$ cat src/rtl/seq_mult_add_pkg.sv
// seq_mult_add_pkg: shared types and constants for the sequential multiply-add unit.
//   state_e      - controller states (idle, shift-add run, final add, done pulse)
//   DefaultWidth - default operand width in bits
//   CountWidth   - step counter width for DefaultWidth, wide enough to hold the value WIDTH
package seq_mult_add_pkg;

    localparam int unsigned DefaultWidth = 16;
    localparam int unsigned CountWidth   = $clog2(DefaultWidth + 1);

    typedef enum logic [1:0] {
        StIdle,
        StRun,
        StAdd,
        StDone
    } state_e;

endpackage

$ cat src/rtl/seq_mult_add_if.sv
// seq_mult_add_if: start/done handshake and operand/result bus of seq_mult_add.
//   start        - request a new operation (controller -> unit)
//   multiplicand - operand M
//   multiplier   - operand Q
//   addend       - value added to M*Q
//   busy         - operation in progress (unit -> controller)
//   done         - one-cycle result-valid pulse
//   product      - 2*WIDTH-bit result, held until the next accepted start
// Modports: master = ALU controller, slave = seq_mult_add.
interface seq_mult_add_if
    import seq_mult_add_pkg::*;
#(
    parameter int unsigned WIDTH = DefaultWidth
);

    logic                 start;
    logic [WIDTH-1:0]     multiplicand;
    logic [WIDTH-1:0]     multiplier;
    logic [WIDTH-1:0]     addend;
    logic                 busy;
    logic                 done;
    logic [2*WIDTH-1:0]   product;

    modport master (
        output start, multiplicand, multiplier, addend,
        input  busy, done, product
    );

    modport slave (
        input  start, multiplicand, multiplier, addend,
        output busy, done, product
    );

endinterface

$ cat src/rtl/mult_add_stage.sv
// mult_add_stage: combinational unsigned adder with carry-out.
//   a_i, b_i - Width-bit addends
//   sum_o    - Width-bit sum
//   carry_o  - carry out of the MSB
module mult_add_stage #(
    parameter int unsigned Width = 16
) (
    input  logic [Width-1:0] a_i,
    input  logic [Width-1:0] b_i,
    output logic [Width-1:0] sum_o,
    output logic             carry_o
);

    assign {carry_o, sum_o} = {1'b0, a_i} + {1'b0, b_i};

endmodule

$ cat src/rtl/seq_mult_add.sv
// seq_mult_add: sequential unsigned multiply-accumulate, product = M * Q + addend.
// Shift-add over WIDTH cycles followed by one cycle adding the addend; done pulses
// WIDTH+1 cycles after the accepted start. All outputs are registered.
//   clk - rising-edge clock
//   rst - synchronous active-high reset (wins over start)
//   bus - seq_mult_add_if slave: start/operands in, busy/done/product out
module seq_mult_add
    import seq_mult_add_pkg::*;
#(
    parameter int unsigned WIDTH = DefaultWidth
) (
    input  logic               clk,
    input  logic               rst,
    seq_mult_add_if.slave      bus
);

    localparam int unsigned      CntW     = $clog2(WIDTH + 1);
    localparam logic [CntW-1:0]  LastStep = CntW'(WIDTH - 1);

    state_e               state_q;
    logic [WIDTH-1:0]     m_q;
    logic [WIDTH-1:0]     addend_q;
    logic [WIDTH-1:0]     p_hi_q;
    logic [WIDTH-1:0]     p_lo_q;
    logic [CntW-1:0]      count_q;
    logic                 busy_q;
    logic                 done_q;
    logic [2*WIDTH-1:0]   product_q;

    logic [WIDTH-1:0]     step_b;
    logic [WIDTH-1:0]     step_sum;
    logic                 step_carry;
    logic [2*WIDTH-1:0]   add_b;
    logic [2*WIDTH-1:0]   add_sum;
    logic                 add_carry_unused;  // result never exceeds 2*WIDTH bits

    // Conditional add of M into the upper half when the current multiplier bit is set.
    assign step_b = p_lo_q[0] ? m_q : '0;

    mult_add_stage #(
        .Width (WIDTH)
    ) u_step (
        .a_i     (p_hi_q),
        .b_i     (step_b),
        .sum_o   (step_sum),
        .carry_o (step_carry)
    );

    assign add_b = {{WIDTH{1'b0}}, addend_q};

    mult_add_stage #(
        .Width (2 * WIDTH)
    ) u_acc (
        .a_i     ({p_hi_q, p_lo_q}),
        .b_i     (add_b),
        .sum_o   (add_sum),
        .carry_o (add_carry_unused)
    );

    always_ff @(posedge clk) begin
        if (rst) begin
            state_q   <= StIdle;
            m_q       <= '0;
            addend_q  <= '0;
            p_hi_q    <= '0;
            p_lo_q    <= '0;
            count_q   <= '0;
            busy_q    <= 1'b0;
            done_q    <= 1'b0;
            product_q <= '0;
        end else begin
            case (state_q)
                StIdle: begin
                    if (bus.start) begin
                        m_q      <= bus.multiplicand;
                        addend_q <= bus.addend;
                        p_hi_q   <= '0;
                        p_lo_q   <= bus.multiplier;
                        count_q  <= '0;
                        busy_q   <= 1'b1;
                        state_q  <= StRun;
                    end
                end
                StRun: begin
                    // Shift {carry, P_hi, P_lo} right by one after the conditional add.
                    p_hi_q  <= {step_carry, step_sum[WIDTH-1:1]};
                    p_lo_q  <= {step_sum[0], p_lo_q[WIDTH-1:1]};
                    count_q <= count_q + CntW'(1);
                    if (count_q == LastStep) begin
                        state_q <= StAdd;
                    end
                end
                StAdd: begin
                    product_q <= add_sum;
                    done_q    <= 1'b1;
                    busy_q    <= 1'b0;
                    state_q   <= StDone;
                end
                StDone: begin
                    done_q  <= 1'b0;
                    state_q <= StIdle;
                end
                default: begin
                    state_q <= StIdle;
                end
            endcase
        end
    end

    assign bus.busy    = busy_q;
    assign bus.done    = done_q;
    assign bus.product = product_q;

endmodule

$ cat src/flat_wrapper.sv
// flat-port wrapper written by rule: the top's interface ports become plain ports
module seq_mult_add_flat import seq_mult_add_pkg::*;
#(
    parameter int unsigned WIDTH = DefaultWidth
)
  (clk, rst, bus_start, bus_multiplicand, bus_multiplier, bus_addend, bus_busy, bus_done, bus_product);
  seq_mult_add_if #(.WIDTH(WIDTH)) bus_i ();
  input  logic clk;
  input  logic rst;
  input wire logic [$bits(bus_i.start)-1:0] bus_start;
  input wire logic [$bits(bus_i.multiplicand)-1:0] bus_multiplicand;
  input wire logic [$bits(bus_i.multiplier)-1:0] bus_multiplier;
  input wire logic [$bits(bus_i.addend)-1:0] bus_addend;
  output wire logic [$bits(bus_i.busy)-1:0] bus_busy;
  output wire logic [$bits(bus_i.done)-1:0] bus_done;
  output wire logic [$bits(bus_i.product)-1:0] bus_product;
  assign bus_i.start = bus_start;
  assign bus_i.multiplicand = bus_multiplicand;
  assign bus_i.multiplier = bus_multiplier;
  assign bus_i.addend = bus_addend;
  assign bus_busy = bus_i.busy;
  assign bus_done = bus_i.done;
  assign bus_product = bus_i.product;
  seq_mult_add #(.WIDTH(WIDTH)) u_core (.clk(clk), .rst(rst), .bus(bus_i));
endmodule
$ cat config.mk
export PLATFORM = sky130hd
export DESIGN_NAME = seq_mult_add_flat
export DESIGN_NICKNAME = d
export VERILOG_FILES = /design/src/rtl/seq_mult_add_pkg.sv /design/src/rtl/seq_mult_add_if.sv /design/src/rtl/mult_add_stage.sv /design/src/rtl/seq_mult_add.sv /design/src/flat_wrapper.sv
export SDC_FILE = /design/constraint.sdc
export NUM_CORES = 1
export LEC_CHECK = 0
export CAP_MARGIN = 20
export CORE_MARGIN = 2
export CORE_UTILIZATION = 40
export DETAILED_ROUTE_END_ITERATION = 6
export HOLD_SLACK_MARGIN = 0.06
export PLACE_DENSITY = 0.67
export SYNTH_ARGS = -nofsm -noshare
export SYNTH_HDL_FRONTEND = slang
export SYNTH_SLANG_ARGS = --single-unit
$ cat constraint.sdc
create_clock -name clk -period 6.45 [get_ports clk]
set_input_delay 1.935 -clock clk [delete_from_list [all_inputs] [get_ports clk]]
set_output_delay 1.935 -clock clk [all_outputs]
set_load 0.005 [all_outputs]
==> summary.txt <==
Die Footprint: 0.0155 mm²
crit end category: flip-flop
crit-path cells: clkdlybuf4s50_1 -> nand2b_1 -> nand2_1 -> nor2_1 -> nand3_1 -> mux2_2 -> nand3_1
register area share after synthesis: 36.3%
Post-synth EDFFs: 0
Die Wd: 124 µm
most common cell after layout, fill and taps aside: dfxtp_1
port buffer count: 84
pwr/cell area: 346 mW/mm²
FF-to-FF path depth: 11
WP data arrival: 3910 ps
Post-Route Skew: 7.19 ps
Pwr Total: 2450 µW
share of layout cells above drive strength 1: 5.63%
Synth Area per Inst: 8.37 µm²
number of global-route vias before repair: 4,802
master of the slowest instance on the critical path: nor2_1
cts hold-fix bufs: 0
ys flop type: dfxtp_1
final hold vios: 0
First-pass DRT Iterations: 6
Synth Register Bits: 105
Remaining DRCs: 0
grt ovf: 0
Sw Pwr: 935 µW
internal power: 1510 µW
first-pass GRT wire length: 23,000 µm
cells after synthesis: 693
DR vias/cell: 5.37
CTS tree: built
path type of the worst min-delay path: reg2reg
CTS root buffer: clkbuf_16
Post-Syn Nets: 784
number of distinct library cells after synthesis: 59
num rows: 43
PostCTS Resize Cnt: 0
initial antenna violation count: 0
FF-to-FF setup slack: 3260 ps
post-synth top area share: 36.3%
largest net degree at the start of global routing: 58
fin crit period: 3620 ps
crit path from: bus_start
IR drop worst, VDD: 0.147 mV
Post-synth ARST share: 0%
CP most frequent cell: nand3_1
Seq pwr share: 36.9%
FMAX: 276 MHz
Final setup viols: 0
synth top area cells: dfxtp_1, ha_1, nand2_1, nor2_1, a21oi_1
Starting Density: 41.3%
hold worst-path end: u_core.m_q[6]$_SDFFE_PP0P_
Die H: 124 µm
GRT Overall Usage: 17.8%
Area growth syn-to-layout: 22.2%
Starting DRT DRC Count: 311
io pins: 85
Worst Path Max Fanout: 12
Setup TNS Final: 0 ps
gpl congestion: 0.865
DP Wirelength: 10,400 µm
hold_sp: u_core.m_q[6]$_SDFFE_PP0P_
final WL: 13,800 µm
Worst EP required: 6740 ps
reg2reg start: u_core.p_lo_q[0]$_SDFFE_PP0P_
Final Net Count: 850
Clock Path Buffers: 2
CORE AREA: 0.0140 mm²
Max-cap violations: 0
RSZ-0062 raised after global routing: false
critical setup path kind: in2reg
Hold WS: 456 ps
reg2reg end: u_core.p_hi_q[11]$_SDFFE_PP0P_
most frequent cells in the layout: dfxtp_1, nand2_1, nor2_1, clkdlybuf4s50_1, a21oi_1
Hold Crit Depth: 2
Routed Antenna Nets: 0
Tcrit/Tclk final: 56.1%
total CTS buffers: 9
clk sink count: 105
worst-skew pair later-pin latency: 350 ps
setup bufs post-CTS: 0
Slew HR: 38.9%
top cell type by total area after synthesis: dfxtp_1
Switching Fraction: 38.2%
worst-margin pin slew: 916 ps
diode count: 0
Routed WL per cell: 14.6 µm
Slew Viols, Final: 0
Clk network pwr share: 21.1%
Syn. warnings: 0
H-Tree Depth: 3
vias: 5,071
combinational power share: 42.0%
CTS clk-pin slew, worst paths: 70 ps
Mapped Area: 0.00580 mm²
Leak Pwr: 0.00275 µW
status: finished, final reports clean
max incr delay on CP: 600 ps
crit path launch type: input pin
-- power groups by stage --
| stage | Clock (µW) | Sequential, µW | Combinational, µW |
|---|---|---|---|
| 3_3_place_gp | 0 | 914 | 975 |
| 5_1_grt | 553 | 928 | 1150 |
| 3_5_place_dp | 0 | 921 | 1020 |
| 4_1_cts | 527 | 907 | 1020 |
| 2_1_floorplan | 0 | 889 | 700 |
| 6_report | 516 | 905 | 1030 |
-- metrics by stage --
stage	utilization, %	worst slack (ps)	std cells	area, µm²
floorplan	-	3510	693	5800
CTS	50.2	2850	942	7050
global placement	48.1	2370	924	6750
finish	50.5	2830	944	7090
detailed placement	48.2	2480	926	6770
global route	50.5	2620	944	7090
-- sequential cells by signal, indices dropped and copies added (netlist names) --
signal / count
u_core.count_q: 5
u_core.bus.done: 1
u_core.bus.busy: 1
u_core.state_q: 2
u_core.bus.product: 32
u_core.p_lo_q: 16
u_core.p_hi_q: 16
u_core.m_q: 16
u_core.addend_q: 16
-- worst max path at each step --
| stage | depth (start not counted) | endpoint | slack, ps |
|---|---|---|---|
| final | 7 | u_core.p_hi_q[13]$_SDFFE_PP0P_ | 2830 |
| after detailed placement | 7 | u_core.p_hi_q[13]$_SDFFE_PP0P_ | 2480 |
| after global routing | 7 | u_core.p_hi_q[13]$_SDFFE_PP0P_ | 2620 |
| after floorplan | 5 | u_core.p_hi_q[13]$_SDFFE_PP0P_ | 3510 |
| after global placement | 7 | u_core.p_hi_q[15]$_SDFFE_PP0P_ | 2370 |
| after CTS | 7 | u_core.p_hi_q[13]$_SDFFE_PP0P_ | 2850 |
-- synthesized netlist by cell type (all sizes together), types with 9 or more instances --
| cell type | count |
|---|---|
| nand2 | 88 |
| inv | 13 |
| dfxtp | 105 |
| a21oi | 62 |
| nand2b | 9 |
| mux2i | 28 |
| a21o | 13 |
| o21ai | 18 |
| nor2 | 86 |
| and2 | 20 |
| nand3 | 16 |
| clkbuf | 30 |
| xnor2 | 21 |
| xor2 | 16 |
| ha | 38 |
| a211oi | 40 |
-- routing by layer --
metal,track usage (%),wire (µm),part of all wire (%)
met3,3.65,551,4.0
met2,28.2,6060,44
met1,24.4,6950,51
met5,0,0,0
met4,5.88,187,1.4
-- critical path: cells and delay by family --
| family | cells | cell delay (ps) |
|---|---|---|
| buffers and inverters | 1 | 520 |
| and+or+nand+nor | 5 | 1140 |
| muxes | 1 | 290 |
-- kinds of logic (layout without fill, tap and decap cells) --
| family | count (synthesis) | in the layout | share of synthesized area, % |
|---|---|---|---|
| fa+ha+maj | 40 | 40 | 8.89 |
| flops | 105 | 105 | 36.3 |
| buf+inv | 49 | 120 | 3.24 |
| simple gates | 253 | 253 | 19.7 |
| mux | 29 | 29 | 5.03 |
| compound gates | 180 | 180 | 21.3 |
| xor+xnor | 37 | 37 | 5.59 |
-- area by class of cell --
type / instances / area (µm²)
Timing Repair Buffer: 91 / 916
Inverter: 13 / 48.8
Sequential cell: 105 / 2100
Fill cell: 1345 / 6960
Tap cell: 180 / 225
Clock inverter: 7 / 55.1
Multi-Input combinational cell: 539 / 3510
Clock buffer: 9 / 225
No activity file was read; power rests on OpenSTA's default activity.
